### config.mk
export PLATFORM = sky130hd
export DESIGN_NAME = mem_burst_resp_flat
export DESIGN_NICKNAME = d
export VERILOG_FILES = /design/src/rtl/mem_burst_resp_pkg.sv /design/src/rtl/mem_burst_resp_if.sv /design/src/rtl/mem_burst_resp_rd_fifo.sv /design/src/rtl/mem_burst_resp.sv /design/src/flat_wrapper.sv
export SDC_FILE = /design/constraint.sdc
export NUM_CORES = 1
export LEC_CHECK = 0
export CAP_MARGIN = 20
export CORE_AREA = 2 2 135 124
export CTS_CLUSTER_DIAMETER = 30
export DETAILED_ROUTE_END_ITERATION = 8
export DIE_AREA = 0 0 137 126
export PLACE_DENSITY = 0.82
export SLEW_MARGIN = 10
export SYNTH_ARGS = -nofsm -noshare
export SYNTH_HDL_FRONTEND = slang
export SYNTH_HIERARCHICAL = 1
export SYNTH_SLANG_ARGS = --single-unit
### constraint.sdc
create_clock -name clk -period 7.3 [get_ports clk]
set_clock_uncertainty 0.2 [all_clocks]
set_input_delay 1.46 -clock clk [delete_from_list [all_inputs] [get_ports clk]]
set_output_delay 1.46 -clock clk [all_outputs]
set_load 0.01 [all_outputs]
### src/rtl/mem_burst_resp_pkg.sv
// Shared types and helpers for the mem_burst_resp burst responder.
package mem_burst_pkg;

  // Responder FSM states.
  typedef enum logic [1:0] {
    StIdle,
    StWrData,
    StWrResp,
    StRdData
  } state_e;

  // Read return FIFO depth; also the cap on reads outstanding (FIFO + in flight).
  localparam int unsigned FIFO_DEPTH = 2;

  // log2 of the beat size in bytes.
  function automatic int unsigned byte_shift(input int unsigned data_width);
    return $clog2(data_width / 8);
  endfunction

  // Number of beats in a burst of len bytes; partial beats are dropped, minimum one beat.
  function automatic logic [31:0] beats_from_len(input logic [31:0] len,
                                                 input int unsigned data_width);
    logic [31:0] n;
    n = len >> byte_shift(data_width);
    return (n == 32'd0) ? 32'd1 : n;
  endfunction

endpackage

### src/rtl/mem_burst_resp_if.sv
// Burst read/write channel bundle between the fetch controller (master) and the
// memory-side responder (slave).
interface mem_burst_resp_if #(
  parameter int unsigned ADDR_WIDTH = 32,
  parameter int unsigned DATA_WIDTH = 32,
  parameter int unsigned LEN_WIDTH  = 16
) ();

  logic                  wr_req;
  logic                  wr_gnt;
  logic [LEN_WIDTH-1:0]  wr_len;
  logic [ADDR_WIDTH-1:0] wr_addr;
  logic [DATA_WIDTH-1:0] wr_data;
  logic                  wr_valid;
  logic                  wr_last;
  logic                  wr_ready;
  logic                  wr_done;

  logic                  rd_req;
  logic                  rd_gnt;
  logic [LEN_WIDTH-1:0]  rd_len;
  logic [ADDR_WIDTH-1:0] rd_addr;
  logic [DATA_WIDTH-1:0] rd_data;
  logic                  rd_valid;
  logic                  rd_ready;
  logic                  rd_done;

  modport master (
    output wr_req, wr_len, wr_addr, wr_data, wr_valid, wr_last,
    input  wr_gnt, wr_ready, wr_done,
    output rd_req, rd_len, rd_addr, rd_ready,
    input  rd_gnt, rd_data, rd_valid, rd_done
  );

  modport slave (
    input  wr_req, wr_len, wr_addr, wr_data, wr_valid, wr_last,
    output wr_gnt, wr_ready, wr_done,
    input  rd_req, rd_len, rd_addr, rd_ready,
    output rd_gnt, rd_data, rd_valid, rd_done
  );

endinterface

### src/rtl/mem_burst_resp_rd_fifo.sv
// Two-entry read return FIFO carrying data plus a last-beat tag. Push and pop in
// the same cycle are allowed; the caller guarantees no push while full.
module mem_burst_rd_fifo #(
  parameter int unsigned DATA_WIDTH = 32
) (
  input  logic                  clk,
  input  logic                  rst_n,
  input  logic                  push,
  input  logic [DATA_WIDTH-1:0] push_data,
  input  logic                  push_last,
  input  logic                  pop,
  output logic [DATA_WIDTH-1:0] head_data,
  output logic                  head_last,
  output logic [1:0]            count
);

  logic [DATA_WIDTH-1:0] data_q [2];
  logic [1:0]            last_q;
  logic                  wr_ptr_q;
  logic                  rd_ptr_q;
  logic [1:0]            count_q;

  // Storage, pointers and occupancy.
  always_ff @(posedge clk or negedge rst_n) begin
    if (!rst_n) begin
      data_q[0] <= '0;
      data_q[1] <= '0;
      last_q    <= '0;
      wr_ptr_q  <= 1'b0;
      rd_ptr_q  <= 1'b0;
      count_q   <= 2'd0;
    end else begin
      if (push) begin
        data_q[wr_ptr_q] <= push_data;
        last_q[wr_ptr_q] <= push_last;
        wr_ptr_q         <= ~wr_ptr_q;
      end
      if (pop) begin
        rd_ptr_q <= ~rd_ptr_q;
      end
      case ({push, pop})
        2'b10:   count_q <= count_q + 2'd1;
        2'b01:   count_q <= count_q - 2'd1;
        default: count_q <= count_q;
      endcase
    end
  end

  assign head_data = data_q[rd_ptr_q];
  assign head_last = last_q[rd_ptr_q];
  assign count     = count_q;

endmodule

### src/rtl/mem_burst_resp.sv
// Memory-side burst responder: serves one read or write burst at a time against a
// single-port SRAM with 1-cycle read latency.
// Build option MEM_BURST_RR_ARB_EN: round-robin arbitration between the channels;
// without it, writes always win a contended grant.
module mem_burst_resp
  import mem_burst_pkg::*;
#(
  parameter int unsigned ADDR_WIDTH = 32,
  parameter int unsigned DATA_WIDTH = 32,
  parameter int unsigned LEN_WIDTH  = 16,
  parameter int unsigned MEM_AW     = 10
) (
  input  logic                  clk,
  input  logic                  rst_n,
  mem_burst_resp_if.slave       bus,
  output logic                  sram_en,
  output logic                  sram_we,
  output logic [MEM_AW-1:0]     sram_addr,
  output logic [DATA_WIDTH-1:0] sram_wdata,
  input  logic [DATA_WIDTH-1:0] sram_rdata,
  output logic                  err_wr_last
);

  state_e                state_q;
  logic [MEM_AW-1:0]     addr_q;    // next SRAM address of the burst
  logic [LEN_WIDTH-1:0]  n_q;       // beats in the burst
  logic [LEN_WIDTH-1:0]  cnt_q;     // beats accepted (write) or reads issued (read)
  logic                  inflight_q;
  logic                  inflight_last_q;
  logic                  err_q;

  logic                  wr_win;
  logic                  wr_start;
  logic                  rd_start;
  logic                  wr_beat;
  logic                  wr_is_last;
  logic                  rd_issue;
  logic                  issue_last;
  logic                  fifo_pop;
  logic [1:0]            fifo_count;
  logic [1:0]            occ;
  logic [DATA_WIDTH-1:0] head_data;
  logic                  head_last;
  logic [LEN_WIDTH-1:0]  wr_n;
  logic [LEN_WIDTH-1:0]  rd_n;

`ifdef MEM_BURST_RR_ARB_EN
  logic last_wr_q;  // 1: write won the last grant
  assign wr_win = bus.wr_req && (!bus.rd_req || !last_wr_q);
`else
  assign wr_win = bus.wr_req;
`endif

  // Grants are combinational and only offered in IDLE; gated by reset so all outputs
  // stay low while rst_n is asserted.
  assign bus.wr_gnt = rst_n && (state_q == StIdle) && wr_win;
  assign bus.rd_gnt = rst_n && (state_q == StIdle) && bus.rd_req && !wr_win;
  assign wr_start   = bus.wr_gnt;
  assign rd_start   = bus.rd_gnt;

  assign wr_n = LEN_WIDTH'(beats_from_len(32'(bus.wr_len), DATA_WIDTH));
  assign rd_n = LEN_WIDTH'(beats_from_len(32'(bus.rd_len), DATA_WIDTH));

  assign wr_beat    = (state_q == StWrData) && bus.wr_valid;
  assign wr_is_last = (cnt_q == n_q - LEN_WIDTH'(1));

  // A pop in this cycle frees a slot, so it may be reused by this cycle's issue;
  // that keeps back-to-back beats flowing with rd_ready held high.
  assign fifo_pop   = (fifo_count != 2'd0) && bus.rd_ready;
  assign occ        = fifo_count + {1'b0, inflight_q};
  assign rd_issue   = (state_q == StRdData) && (cnt_q < n_q) &&
                      ((occ < 2'(FIFO_DEPTH)) || fifo_pop);
  // The first read goes out in the grant cycle itself.
  assign issue_last = rd_start ? (rd_n == LEN_WIDTH'(1)) : wr_is_last;

  assign sram_en    = wr_beat || rd_issue || rd_start;
  assign sram_we    = wr_beat;
  assign sram_addr  = rd_start ? bus.rd_addr[MEM_AW-1:0] : addr_q;
  assign sram_wdata = wr_beat ? bus.wr_data : '0;

  assign bus.wr_ready = (state_q == StWrData);
  assign bus.wr_done  = (state_q == StWrResp);
  assign bus.rd_valid = (fifo_count != 2'd0);
  assign bus.rd_data  = head_data;
  assign bus.rd_done  = bus.rd_valid && head_last;
  assign err_wr_last  = err_q;

  // Upper address bits are ignored; memory wraps modulo its depth.
  logic unused_addr_bits;
  assign unused_addr_bits = ^{bus.wr_addr[ADDR_WIDTH-1:MEM_AW], bus.rd_addr[ADDR_WIDTH-1:MEM_AW]};

  // Burst FSM with its address/beat counters and the sticky wr_last error.
  always_ff @(posedge clk or negedge rst_n) begin
    if (!rst_n) begin
      state_q         <= StIdle;
      addr_q          <= '0;
      n_q             <= '0;
      cnt_q           <= '0;
      inflight_q      <= 1'b0;
      inflight_last_q <= 1'b0;
      err_q           <= 1'b0;
`ifdef MEM_BURST_RR_ARB_EN
      last_wr_q       <= 1'b0;
`endif
    end else begin
      inflight_q      <= rd_start || rd_issue;
      inflight_last_q <= issue_last;
      case (state_q)
        StIdle: begin
          if (wr_start) begin
            addr_q  <= bus.wr_addr[MEM_AW-1:0];
            n_q     <= wr_n;
            cnt_q   <= '0;
            state_q <= StWrData;
          end else if (rd_start) begin
            addr_q  <= bus.rd_addr[MEM_AW-1:0] + MEM_AW'(1);
            n_q     <= rd_n;
            cnt_q   <= LEN_WIDTH'(1);
            state_q <= StRdData;
          end
`ifdef MEM_BURST_RR_ARB_EN
          if (wr_start) begin
            last_wr_q <= 1'b1;
          end else if (rd_start) begin
            last_wr_q <= 1'b0;
          end
`endif
        end
        StWrData: begin
          if (wr_beat) begin
            addr_q <= addr_q + MEM_AW'(1);
            cnt_q  <= cnt_q + LEN_WIDTH'(1);
            if (bus.wr_last != wr_is_last) begin
              err_q <= 1'b1;
            end
            if (wr_is_last) begin
              state_q <= StWrResp;
            end
          end
        end
        StWrResp: begin
          state_q <= StIdle;
        end
        StRdData: begin
          if (rd_issue) begin
            addr_q <= addr_q + MEM_AW'(1);
            cnt_q  <= cnt_q + LEN_WIDTH'(1);
          end
          if (fifo_pop && head_last) begin
            state_q <= StIdle;
          end
        end
        default: state_q <= StIdle;
      endcase
    end
  end

  mem_burst_rd_fifo #(
    .DATA_WIDTH(DATA_WIDTH)
  ) u_rd_fifo (
    .clk       (clk),
    .rst_n     (rst_n),
    .push      (inflight_q),
    .push_data (sram_rdata),
    .push_last (inflight_last_q),
    .pop       (fifo_pop),
    .head_data (head_data),
    .head_last (head_last),
    .count     (fifo_count)
  );

endmodule
### src/flat_wrapper.sv
// flat-port wrapper written by rule: the top's interface ports become plain ports
module mem_burst_resp_flat import mem_burst_pkg::*;
#(
  parameter int unsigned ADDR_WIDTH = 32,
  parameter int unsigned DATA_WIDTH = 32,
  parameter int unsigned LEN_WIDTH  = 16,
  parameter int unsigned MEM_AW     = 10
)
  (clk, rst_n, sram_en, sram_we, sram_addr, sram_wdata, sram_rdata, err_wr_last, bus_wr_req, bus_wr_len, bus_wr_addr, bus_wr_data, bus_wr_valid, bus_wr_last, bus_wr_gnt, bus_wr_ready, bus_wr_done, bus_rd_req, bus_rd_len, bus_rd_addr, bus_rd_ready, bus_rd_gnt, bus_rd_data, bus_rd_valid, bus_rd_done);
  mem_burst_resp_if #(.ADDR_WIDTH(ADDR_WIDTH), .DATA_WIDTH(DATA_WIDTH), .LEN_WIDTH(LEN_WIDTH)) bus_i ();
  input  logic clk;
  input  logic rst_n;
  output logic sram_en;
  output logic sram_we;
  output logic [MEM_AW-1:0] sram_addr;
  output logic [DATA_WIDTH-1:0] sram_wdata;
  input  logic [DATA_WIDTH-1:0] sram_rdata;
  output logic err_wr_last;
  input wire logic [$bits(bus_i.wr_req)-1:0] bus_wr_req;
  input wire logic [$bits(bus_i.wr_len)-1:0] bus_wr_len;
  input wire logic [$bits(bus_i.wr_addr)-1:0] bus_wr_addr;
  input wire logic [$bits(bus_i.wr_data)-1:0] bus_wr_data;
  input wire logic [$bits(bus_i.wr_valid)-1:0] bus_wr_valid;
  input wire logic [$bits(bus_i.wr_last)-1:0] bus_wr_last;
  output wire logic [$bits(bus_i.wr_gnt)-1:0] bus_wr_gnt;
  output wire logic [$bits(bus_i.wr_ready)-1:0] bus_wr_ready;
  output wire logic [$bits(bus_i.wr_done)-1:0] bus_wr_done;
  input wire logic [$bits(bus_i.rd_req)-1:0] bus_rd_req;
  input wire logic [$bits(bus_i.rd_len)-1:0] bus_rd_len;
  input wire logic [$bits(bus_i.rd_addr)-1:0] bus_rd_addr;
  input wire logic [$bits(bus_i.rd_ready)-1:0] bus_rd_ready;
  output wire logic [$bits(bus_i.rd_gnt)-1:0] bus_rd_gnt;
  output wire logic [$bits(bus_i.rd_data)-1:0] bus_rd_data;
  output wire logic [$bits(bus_i.rd_valid)-1:0] bus_rd_valid;
  output wire logic [$bits(bus_i.rd_done)-1:0] bus_rd_done;
  assign bus_i.wr_req = bus_wr_req;
  assign bus_i.wr_len = bus_wr_len;
  assign bus_i.wr_addr = bus_wr_addr;
  assign bus_i.wr_data = bus_wr_data;
  assign bus_i.wr_valid = bus_wr_valid;
  assign bus_i.wr_last = bus_wr_last;
  assign bus_wr_gnt = bus_i.wr_gnt;
  assign bus_wr_ready = bus_i.wr_ready;
  assign bus_wr_done = bus_i.wr_done;
  assign bus_i.rd_req = bus_rd_req;
  assign bus_i.rd_len = bus_rd_len;
  assign bus_i.rd_addr = bus_rd_addr;
  assign bus_i.rd_ready = bus_rd_ready;
  assign bus_rd_gnt = bus_i.rd_gnt;
  assign bus_rd_data = bus_i.rd_data;
  assign bus_rd_valid = bus_i.rd_valid;
  assign bus_rd_done = bus_i.rd_done;
  mem_burst_resp #(.ADDR_WIDTH(ADDR_WIDTH), .DATA_WIDTH(DATA_WIDTH), .LEN_WIDTH(LEN_WIDTH), .MEM_AW(MEM_AW)) u_core (.clk(clk), .rst_n(rst_n), .bus(bus_i), .sram_en(sram_en), .sram_we(sram_we), .sram_addr(sram_addr), .sram_wdata(sram_wdata), .sram_rdata(sram_rdata), .err_wr_last(err_wr_last));
endmodule
== Yosys cells after proc, flatten, opt, wreduce, memory -nomap -nowiden ==
Index checks and enable logic that the tools add are counted.

* Add/sub/neg operators: 7
* Magnitude comparators: 8
* Equal/unequal tests: 13
* Multiplexer cells: 35
* Bitwise operators: 4
* Reduce and logical (&&, ||, !) cells: 28

{| class="wikitable"
|+ Operators by type and width
! kind !! number
|-
| $mux 32 || 5
|-
| $mux 16 || 6
|-
| $bwmux 64 || 1
|-
| $logic_not 32->1 || 2
|-
| $mux 10 || 5
|-
| $pmux 16 s3 || 1
|-
| $demux 32 s1 || 1
|-
| $pmux 10 s3 || 1
|-
| $mux 14 || 2
|-
| $add 10x1->10 const B || 2
|-
| $add 16x1->16 const B || 1
|-
| $eq 16x1->1 const B || 1
|-
| $eq 16x16->1 || 1
|-
| $lt 16x16->1 || 1
|-
| $sub 16x1->16 const B || 1
|-
| $logic_and 1x1->1 || 12
|-
| $mux 2 || 5
|-
| $pmux 2 s4 || 1
|-
| $reduce_and 4->1 || 2
|-
| $eq 2x2->1 const B || 3
|-
| $ne 2x1->1 const B || 3
|-
| $reduce_bool 2->1 || 3
|-
| $eq 2x1->1 const B || 2
|-
| $ge 2x2->1 const B || 2
|-
| other kinds (22) || 31
|}

* Register bits after elaboration: 117
* Input port bits: 167
* Output and inout bits: 83
* Logic and storage cells: 108

== Depth between registers and ports, before layout ==
Gate-level depths: netlist (run 1).

* Depth after elaboration: 7
* Depth in mapped cells: 11
* Depth with buffers taken out: 9

== By module ==
Netlist (run 1), hierarchy kept.

{| class="wikitable"
|+ By module, submodules not included
! module !! instances !! cells each !! area each (µm²) !! seq. area each (µm²)
|-
| mem_burst_resp || 1 || 503 || 3978.8 || 1126.1
|-
| mem_burst_rd_fifo || 1 || 189 || 3035.4 || 1751.7
|}

== Worst setup path before layout (run 1) ==
No wires, ideal clock.

* Path kind: input-to-output
* Start: in rst_n
* End: out sram_addr[8]
* Data arrival time: 3.151 ns
* Data required time: 5.640 ns
* Path slack: 2.489 ns
* Stages on the path: 7
* Path buffers: 2
* Cells stage by stage: nor2b_1 > and2b_1 > and2_1 > buf_4 > nor2_1 > clkbuf_1 > mux2_1

* Word-level cells in the longest chain between the ends: 4

{| class="wikitable"
|+ Ends and longest elaborated chain
! element !! line !! source
|-
| from (decl) || flat_wrapper.sv:12 || <nowiki>input logic rst_n;</nowiki>
|-
| $logic_and 1x1->1 (3 in series) || mem_burst_resp.sv:57 || <nowiki>assign bus.rd_gnt = rst_n && (state_q == StIdle) && bus.rd_req && !wr_win;</nowiki>
|-
| net bus_rd_gnt || flat_wrapper.sv:32 || <nowiki>output wire logic [$bits(bus_i.rd_gnt)-1:0] bus_rd_gnt;</nowiki>
|-
| $mux 10 || mem_burst_resp.sv:78 || <nowiki>assign sram_addr = rd_start ? bus.rd_addr[MEM_AW-1:0] : addr_q;</nowiki>
|-
| to (decl) || flat_wrapper.sv:15 || <nowiki>output logic [MEM_AW-1:0] sram_addr;</nowiki>
|}

The timed path passes the listed nets, and every way through them passes these cells.

== Worst setup path in the final report (run 1) ==
* Start: in bus_rd_req
* End: out sram_addr[3]

* Word-level cells in the longest chain between the ends: 3

{| class="wikitable"
|+ Ends and longest elaborated chain
! element !! line !! source
|-
| from (decl) || flat_wrapper.sv:28 || <nowiki>input wire logic [$bits(bus_i.rd_req)-1:0] bus_rd_req;</nowiki>
|-
| $logic_and 1x1->1 (2 in series) || mem_burst_resp.sv:57 ||
|-
| $mux 10 || mem_burst_resp.sv:78 ||
|}

No other way between the ends.

==> reports/metrics.csv, run 1 <==
metric,value,unit
cp_common_cell,clkdlybuf4s50_1,
critical_path_arrival,3.81,ns
synthCells,692,
fin_tns_setup,0,ns
diodes,0,
numCtsBuffers,17,
critical_path.cell_chain,clkdlybuf4s50_1 > o21ai_0 > nor2_1 > buf_6 > mux2_2 > clkdlybuf4s50_1,
peakVddDrop,243,uV
pre_cts_slack,1.87,ns
wl,18700,um
cts-root-buf,clkbuf_16,
ios,250,
synthTopCellsByCount,"115 x dfrtp_1, 103 x mux2_2, 42 x and3_1, 39 x a21oi_1, 39 x nand2_1",
cp-endpoint,sram_addr[3],
drt_iter0_markers,427,
yosys-top-cells-area,"dfrtp_1 41%, mux2_2 17%, and3_1 3.7%",
p_seq_share,29.2,%
comb_power_share,48.9,%
cp-end-kind,output pin,
hold_viol_final,0,
cts_resized,0,
multiInputGateArea,0.00383,sq mm
wl_per_cell,17.0,um
tightest_slew,1.08,ns
cpPeakStageDelay,0.56,ns
vias_per_cell,5.56,
cts_buffer_depth,2,
yosysTopAreaCellShare,41.0,%
dpl.hpwl,13200,um
ff2ff_setup_slack,3.68,ns
yosysMostFrequentCell,dfrtp_1,
clkTransAtPathRegs,0.05,ns
place_congestion,0.867,
grt_pass1_wl,30000,um
area_growth,39.1,%
synth_area,0.00701,sq mm
intPower,2590,uW
setup_slack,1.83,ns
grt_start_max_net_pins,75,
path_max_fanout,11,
die_h,126,um
worstRegToRegCells,10,
rsz0062_at_grt,no,
yosysSeqAreaShare,41.0,%
drv_slew,0,
ys.warnings.count,6,
cp-start-kind,input port,
gr-usage-all-layers,21.9,%
critPathLaunch,bus_rd_req,
max-cap-violations,0,
numPortBuffers,201,
relSlewSlack,28.1,%
leakagePower,0.00408,uW
vias,6118,
cts.sinks,115,
die_area,0.0173,sq mm
drc_errors,0,
grt-ovfl-total,0,
rows,44,
grt_pass1_vias,6077,
cts_setup_buffers,0,
cts.hold.buffers_added,0,
clockPowerShare,21.9,%
worstPathRequired,5.64,ns
switchingPower,1430,uW
ys.flop_type,dfrtp_1,
finalSetupViolCount,0,
syn_nets,878,
start_util,44.2,%
drive_above_1_share,17.0,%
ant_nets,0,
r2r-end,u_core/cnt_q[7],
netlist.top_cell.by_area,dfrtp_1,
cts_tree,done,
p_sw_share,35.6,%
synth.distinct_cells,67,
fin_crit,5.47,ns
syn_avg_cell_area,10.1,sq um
synth-seq-cells,115,
synth_edf_count,0,
fmax,183,MHz
core-area,0.0159,sq mm
timing.rr.start,u_core/n_q[1],
place_area,0.00914,sq mm
seqCellArea,0.00288,sq mm
timing.final.crit_share,74.9,%
dieWidth,137,um
status,"complete, no violations",
final_cell_area,0.00976,sq mm
grt_antenna_before_repair,0,
power_density,413,mW/mm^2
hp-class,reg2reg,
crit_type,in2out,
finalNetCount,1068,
hold_depth,1,
slowest_stage,nor2_1,
fillers,1323,
first_pass_iters,5,
cts-htree-levels,4,
clock_latency,0.42,ns
async_reset_ff_share,100,%
[layout make-up]
type,instances,share of cell area [%]
flip-flops and latches,115,29.5
well taps,207,2.65
repair buffers,209,21.2
inverters,24,0.923
clock inverters,9,1.58
multi-input cells,515,39.3
clock buffers,21,4.82
[cells in the final DEF, fill, tap and decap left out, drive strengths merged, types with 4 or more instances in the layout]
| cell type | synthesis | layout |
|---|---|---|
| clkdlybuf4s50 | 0 | 200 |
| inv | 24 | 24 |
| nor4b | 6 | 6 |
| nand3 | 27 | 27 |
| a211o | 6 | 6 |
| or4 | 6 | 6 |
| ha | 19 | 19 |
| nor3 | 14 | 14 |
| nand4 | 7 | 7 |
| and3 | 42 | 42 |
| o31ai | 7 | 7 |
| nand2 | 40 | 40 |
| nor2b | 7 | 7 |
| o21a | 4 | 4 |
| or3 | 11 | 11 |
| xor2 | 13 | 13 |
| xnor2 | 21 | 21 |
| a211oi | 4 | 4 |
| mux2 | 108 | 108 |
| a21oi | 39 | 39 |
| clkbuf | 23 | 21 |
| dfrtp | 115 | 115 |
| a22oi | 7 | 7 |
| buf | 15 | 9 |
| nor4 | 8 | 8 |
| bufinv | 0 | 4 |
| nor2 | 31 | 31 |
| and2 | 6 | 6 |
| o21ai | 40 | 40 |
[metrics by stage]
| step | hold WS [ns] | cells | total power, uW | util (%) |
|---|---|---|---|---|
| after global routing | 0.310 | 1100 | 4280 | 61.6 |
| final | 0.295 | 1100 | 4030 | 61.6 |
| after CTS | 0.303 | 1100 | 4040 | 61.6 |
| after global placement | 0.266 | 1069 | 3070 | 57.5 |
| after floorplan | 0.254 | 692 | 2370 | - |
| after detailed placement | 0.290 | 1070 | 3130 | 57.6 |
[flip-flops by register name (all words and copies together) (netlist names)]
register and count:
u_core/u_rd_fifo/data_q 64, u_core/addr_q 10, u_core/u_rd_fifo/last_q 2, u_core/u_rd_fifo/wr_ptr_q 1, u_core/u_rd_fifo/count 2, u_core/cnt_q 16
u_core/u_rd_fifo/rd_ptr_q 1, u_core/inflight_last_q 1, u_core/state_q 2, u_core/err_wr_last 1, u_core/inflight_q 1, u_core/n_q 14
[cell families after synthesis]
logic type / Yosys count / synth area share [%]
DFF: 115 / 41.0
AOI/OAI and AO/OA: 134 / 12.0
adders and majority gates: 19 / 3.39
muxes: 110 / 17.6
and+or+nand+nor: 218 / 17.4
buffers and inverters: 62 / 4.30
xor gates and xnor gates: 34 / 4.25
[critical path, delay by kind of cell]
kind                   cells  cell delay, ns
buffers and inverters      3            1.24
and+or+nand+nor            1            0.56
muxes                      1            0.34
AOI/OAI and AO/OA          1            0.21
[layer usage]
metal	vias up	GRT usage, %	part of all wire [%]
li1	2919	-	-
met1	2968	28.6	44
met5	-	0	0
met4	0	6.85	1.2
met3	17	5.43	6.1
met2	214	35.7	49
[power by group through the flow]
| stage | clock network, uW | registers [uW] | logic (uW) |
|---|---|---|---|
| 2_1_floorplan | 0 | 1080 | 1290 |
| 3_3_place_gp | 0 | 1160 | 1910 |
| 3_5_place_dp | 0 | 1180 | 1950 |
| 4_1_cts | 901 | 1170 | 1970 |
| 5_1_grt | 929 | 1210 | 2140 |
| 6_report | 881 | 1180 | 1970 |
[worst min path at each step]
stage	slack, ns	to	from
3_5_place_dp	0.29	u_core/u_rd_fifo/data_q[23]	u_core/u_rd_fifo/data_q[23]
3_3_place_gp	0.27	u_core/u_rd_fifo/data_q[43]	u_core/u_rd_fifo/data_q[43]
4_1_cts	0.30	u_core/u_rd_fifo/data_q[3]	u_core/u_rd_fifo/data_q[3]
2_1_floorplan	0.25	u_core/u_rd_fifo/data_q[42]	u_core/u_rd_fifo/data_q[42]
5_1_grt	0.31	u_core/u_rd_fifo/data_q[46]	u_core/u_rd_fifo/data_q[46]
6_report	0.30	u_core/u_rd_fifo/data_q[42]	u_core/u_rd_fifo/data_q[42]
Power figures use the tool's default switching activity.
==> run 2: changes to the inputs <==
- clock period: 7.3 -> 5.64 ns (I/O delays scaled with it)
==> run 2 against run 1 <==
  * Setup slack worse by 0.81 ns
  * Largest cell class unchanged
  * Count of clock-buffer cells in the layout down 3
  * Power up 26%
  * Global-route usage down 0.15 points
  * Sequential power up 27%
  * Sequential share of layout area up 0.095 points
  * Hold slack worse by 0.013 ns
  * Critical path depth down 2
  * First-iteration DRC count down 19%
  * Die area unchanged
  * Register-to-register slack worse by 1.6 ns
==> reports/metrics.csv, run 2 (synthesis results as in run 1) <==
metric,value,unit,change
status,"complete, no violations",,
worstPathRequired,4.31,ns,-1.33 ns
gr-usage-all-layers,21.7,%,-0.15 points
critical_path_arrival,3.30,ns,-0.51 ns
tightest_slew,1.06,ns,-0.0229 ns
rows,44,,unchanged
path_max_fanout,34,,+23
grt_pass1_vias,6139,,+1.0%
start_util,44.2,%,unchanged
diodes,0,,unchanged
cts_tree,done,,
final_cell_mix,"200 x clkdlybuf4s50_1, 115 x dfrtp_1, 103 x mux2_2",,
drv_slew,0,,unchanged
drc_errors,0,,unchanged
relSlewSlack,29.4,%,+1.4 points
die_area,0.0173,sq mm,unchanged
crit_type,in2out,,
cts-root-buf,clkbuf_16,,
fin_crit,4.62,ns,
area_growth,38.7,%,
placedCellCount,1070,,unchanged
postLayoutCoreUtil,61.4,%,-0.20 points
vias_per_cell,5.51,,-0.99%
grt_start_max_net_pins,80,,+6.7%
drive_above_1_share,17.4,%,+0.39 points
rsz0062_at_grt,no,,
peakVddDrop,265,uV,+9.2%
place_congestion,0.873,,+0.72%
hp-class,reg2reg,,
grt-ovfl-total,0,,unchanged
vias,6074,,-0.72%
numCtsBuffers,17,,unchanged
switchingPower,1880,uW,+31%
grt_busiest_layer,met2,,
grtUsageMet3,5.23,%,-0.20 points
cts_resized,0,,unchanged
grt_pass1_wl,29900,um,-0.18%
largest_reg_flops,64,,unchanged
met2_usage,35.2,%,-0.50 points
fmax,216,MHz,
die_h,126,um,unchanged
p_seq_share,29.5,%,+0.3 points
grt.met1_usage,28.4,%,-0.15 points
power_density,523,mW/mm^2,+27%
hold_viol_final,0,,unchanged
fin_tns_setup,0,ns,unchanged
dieWidth,137,um,unchanged
finalNetCount,1069,,+0.094%
clock_latency,0.42,ns,about the same
final_common_cell,clkdlybuf4s50_1,,
intPower,3210,uW,+24%
ant_nets,0,,unchanged
cts_setup_buffers,0,,unchanged
largest_registers,"u_core/u_rd_fifo/data_q: 64 flops, u_core/cnt_q: 16 flops, u_core/n_q: 14 flops",,
wl,18500,um,-1.1%
max-cap-violations,0,,unchanged
finalSetupViolCount,0,,unchanged
dpl.hpwl,12900,um,-2.5%
p_sw_share,36.9,%,+1.4 points
regMostFlops,u_core/u_rd_fifo/data_q,,
numPortBuffers,201,,unchanged
leakagePower,0.00406,uW,-0.30%
cp-end-kind,output pin,,
cp-start-kind,input port,,
first_pass_iters,5,,unchanged
comb_power_share,50.3,%,+1.4 points
instances_no_fill,1103,,+0.27%
cts.sinks,115,,unchanged
cts_buffer_depth,2,,unchanged
grt_antenna_before_repair,0,,unchanged
core-area,0.0159,sq mm,unchanged
cts-htree-levels,4,,unchanged
timing.final.crit_share,82.0,%,
ios,250,,unchanged
clockPowerShare,20.2,%,-1.7 points
wl_per_cell,16.7,um,-1.3%
drt_iter0_markers,346,,-19%
cts.hold.buffers_added,0,,unchanged
power,5090,uW,+26%
clkTransAtPathRegs,0.06,ns,about the same
-- run 2: power by group through the flow --
stage,clock network (uW),registers [uW],logic (uW)
4_1_cts,1050,1500,2570
5_1_grt,1100,1550,2800
2_1_floorplan,0,1390,1670
6_report,1030,1500,2560
3_3_place_gp,0,1480,2500
3_5_place_dp,0,1510,2540
-- run 2: critical path, stage by stage --
cell and delay (ns):
clkdlybuf4s50_1 1.04, nand2_1 0.35, inv_1 0.20, clkdlybuf4s50_1 0.57
-- run 2: routing by layer --
layer | part of all wire, % | vias to the layer above
li1 | - | 2919
met1 | 44 | 2906
met2 | 48 | 208
met3 | 5.7 | 41
met4 | 1.9 | 0
met5 | 0 | -
-- run 2: worst paths after layout --
check	end	start	cells after the start	slack [ns]
setup / recovery	sram_we	bus_wr_valid	4	1.02
hold reg to reg	u_core/u_rd_fifo/data_q[42]	u_core/u_rd_fifo/data_q[42]	1	0.28
min in group asynchronous	u_core/addr_q[4]	rst_n	2	0.57
max in group asynchronous	u_core/u_rd_fifo/data_q[10]	rst_n	4	3.68
hold / removal	u_core/u_rd_fifo/data_q[42]	u_core/u_rd_fifo/data_q[42]	1	0.28
setup reg to reg	u_core/cnt_q[10]	u_core/n_q[1]	10	2.05
-- run 2: area by class of cell --
| type | instances | area [sq um] |
|---|---|---|
| Multi-Input combinational cell | 515 | 3830 |
| Clock inverter | 14 | 130 |
| Clock buffer | 18 | 439 |
| Timing Repair Buffer | 210 | 2100 |
| Fill cell | 1358 | 6130 |
| Inverter | 24 | 90.1 |
| Sequential cell | 115 | 2880 |
| Tap cell | 207 | 259 |
-- run 2: per-stage QoR --
stage / setup WS [ns] / hold slack [ns] / instance area [sq um]
final: 1.02 / 0.283 / 9730
after global routing: 0.843 / 0.292 / 9730
after CTS: 1.05 / 0.289 / 9700
after detailed placement: 1.06 / 0.275 / 9130
after global placement: 1.10 / 0.265 / 9130
after floorplan: 1.49 / 0.254 / 7010
==> run 3: changes to the inputs <==
- clock period: 5.64 -> 4.5 ns (I/O delays scaled with it)
==> run 3 against run 2 <==
  * First-iteration DRC count rose by 12%
  * Sequential share of layout area barely moved
  * Cell area barely moved
  * Critical path type is now reg2out
  * Non-clock buffer count rose by 4
  * Critical path depth rose by 6
  * Register-to-register slack got worse by 0.83 ns
  * Core utilization rose by 0.055 points
  * Largest cell class unchanged
  * Wire length rose by 0.80%
  * Flip-flop and latch count did not move
  * Global-route usage rose by 0.38 points
  * Count of clock-buffer cells in the layout did not move
==> reports/metrics.csv, run 3 (synthesis results as in run 1) <==
metric,value,unit,change
peakVddDrop,390,uV,+47%
cts_resized,0,,unchanged
final_common_cell,clkdlybuf4s50_1,,
met2_usage,35.6,%,+0.41 points
cts_tree,done,,
tightest_slew,1.04,ns,-0.0184 ns
drc_errors,0,,unchanged
path_max_fanout,8,,-76%
dpl.hpwl,13400,um,+4.1%
gr-usage-all-layers,22.1,%,+0.38 points
ant_nets,0,,unchanged
largest_reg_flops,64,,unchanged
ff2ff_setup_slack,1.22,ns,-0.83 ns
drive_above_1_share,17.7,%,+0.28 points
place_congestion,0.896,,+2.6%
die_h,126,um,unchanged
numCtsBuffers,17,,unchanged
place_area,0.00917,sq mm,+0.41%
vias,6106,,+0.53%
diodes,0,,unchanged
cp-start-kind,register,,
worstRegToRegCells,9,,-1
cts_setup_buffers,0,,unchanged
r2r-end,u_core/err_wr_last,,
power_density,659,mW/mm^2,+26%
drt_iter0_markers,387,,+12%
grt_busiest_layer,met2,,
fin_crit,4.13,ns,
timing.rr.start,u_core/n_q[1],,
clkTransAtPathRegs,0.06,ns,about the same
grtUsageMet3,5.43,%,+0.20 points
final_cell_mix,"200 x clkdlybuf4s50_1, 115 x dfrtp_1, 103 x mux2_2",,
wl,18600,um,+0.80%
hp-class,reg2reg,,
numPortBuffers,201,,unchanged
hold_end,u_core/u_rd_fifo/data_q[42],,
start_util,44.2,%,unchanged
power,6420,uW,+26%
grt.met1_usage,29.2,%,+0.84 points
rows,44,,unchanged
timing.final.crit_share,91.7,%,
rsz0062_at_grt,no,,
grt_start_max_net_pins,72,,-10%
grt_antenna_before_repair,0,,unchanged
first_pass_iters,5,,unchanged
grt_pass1_wl,30400,um,+1.6%
crit_type,reg2out,,
hold_depth,1,,unchanged
status,"complete, no violations",,
relSlewSlack,30.7,%,+1.2 points
clock_latency,0.41,ns,about the same
fin_tns_setup,0,ns,unchanged
cp-end-kind,output pin,,
finalNetCount,1073,,+0.37%
grt_pass1_vias,6059,,-1.3%
pre_cts_slack,0.576,ns,-0.480 ns
dieWidth,137,um,unchanged
vias_per_cell,5.52,,+0.25%
grt-ovfl-total,0,,unchanged
hold_viol_final,0,,unchanged
cts_buffer_depth,2,,unchanged
hp-start,u_core/u_rd_fifo/data_q[42],,
die_area,0.0173,sq mm,unchanged
final_cell_area,0.00974,sq mm,about the same
setup_slack,0.374,ns,-0.642 ns
cts-htree-levels,4,,unchanged
max-cap-violations,0,,unchanged
drv_slew,0,,unchanged
worstPathRequired,3.40,ns,-0.91 ns
largest_registers,"u_core/u_rd_fifo/data_q: 64 flops, u_core/cnt_q: 16 flops, u_core/n_q: 14 flops",,
wl_per_cell,16.8,um,+0.52%
area_growth,38.8,%,about the same
core-area,0.0159,sq mm,unchanged
cts-root-buf,clkbuf_16,,
cts.hold.buffers_added,0,,unchanged
ios,250,,unchanged
finalSetupViolCount,0,,unchanged
cts.sinks,115,,unchanged
regMostFlops,u_core/u_rd_fifo/data_q,,
critical_path_arrival,3.03,ns,-0.27 ns
fmax,242,MHz,
leakagePower,0.00407,uW,+0.18%
-- run 3: changes by cell type in the layout (fill, tap and decap cells not counted) --
cell      before  now
buf_4          9   14
buf_16         1    0
clkinv_2       3    1
inv_6          3    4
-- run 3: metrics by stage --
stage / utilization (%) / hold slack, ns / cells
after global placement: 57.8 / 0.269 / 1075
after floorplan: - / 0.254 / 692
final: 61.4 / 0.289 / 1106
after CTS: 61.4 / 0.294 / 1106
after global routing: 61.4 / 0.308 / 1106
after detailed placement: 57.8 / 0.280 / 1075
-- run 3: final cells by class --
type                            instances  area (sq um)
Multi-Input combinational cell        515          3830
Inverter                               24          90.1
Clock inverter                         13           129
Sequential cell                       115          2880
Fill cell                            1358          6120
Timing Repair Buffer                  214          2110
Clock buffer                           18           439
Tap cell                              207           259
-- run 3: worst max-delay path, stage by stage (launching register included) --
cell and delay, ns:
dfrtp_1 0.50, inv_1 0.14, ha_1 0.30, nor2b_1 0.13, o211ai_1 0.16, a21oi_1 0.10
o311a_1 0.35, o21bai_1 0.15, a21oi_1 0.14, nand2_1 0.12, clkdlybuf4s50_1 0.54
-- run 3: worst max-delay path by stage --
stage | from | to | cells after the start
2_1_floorplan | rst_n | sram_addr[8] | 7
3_3_place_gp | bus_wr_req | sram_addr[9] | 7
3_5_place_dp | bus_wr_req | sram_addr[6] | 7
4_1_cts | u_core/n_q[1] | sram_en | 10
5_1_grt | u_core/n_q[1] | sram_en | 10
6_report | u_core/n_q[1] | sram_en | 10
-- run 3: report_power, final --
group	internal, uW	switching, uW
sequential	1490	375
combinational	1780	1490
clock	780	505
total	4050	2370
-- run 3: layer usage --
layer	vias to the layer above	part of all wire, %
met5	-	0
met4	0	2.1
met3	30	6.1
met2	209	48
met1	2936	44
li1	2931	-
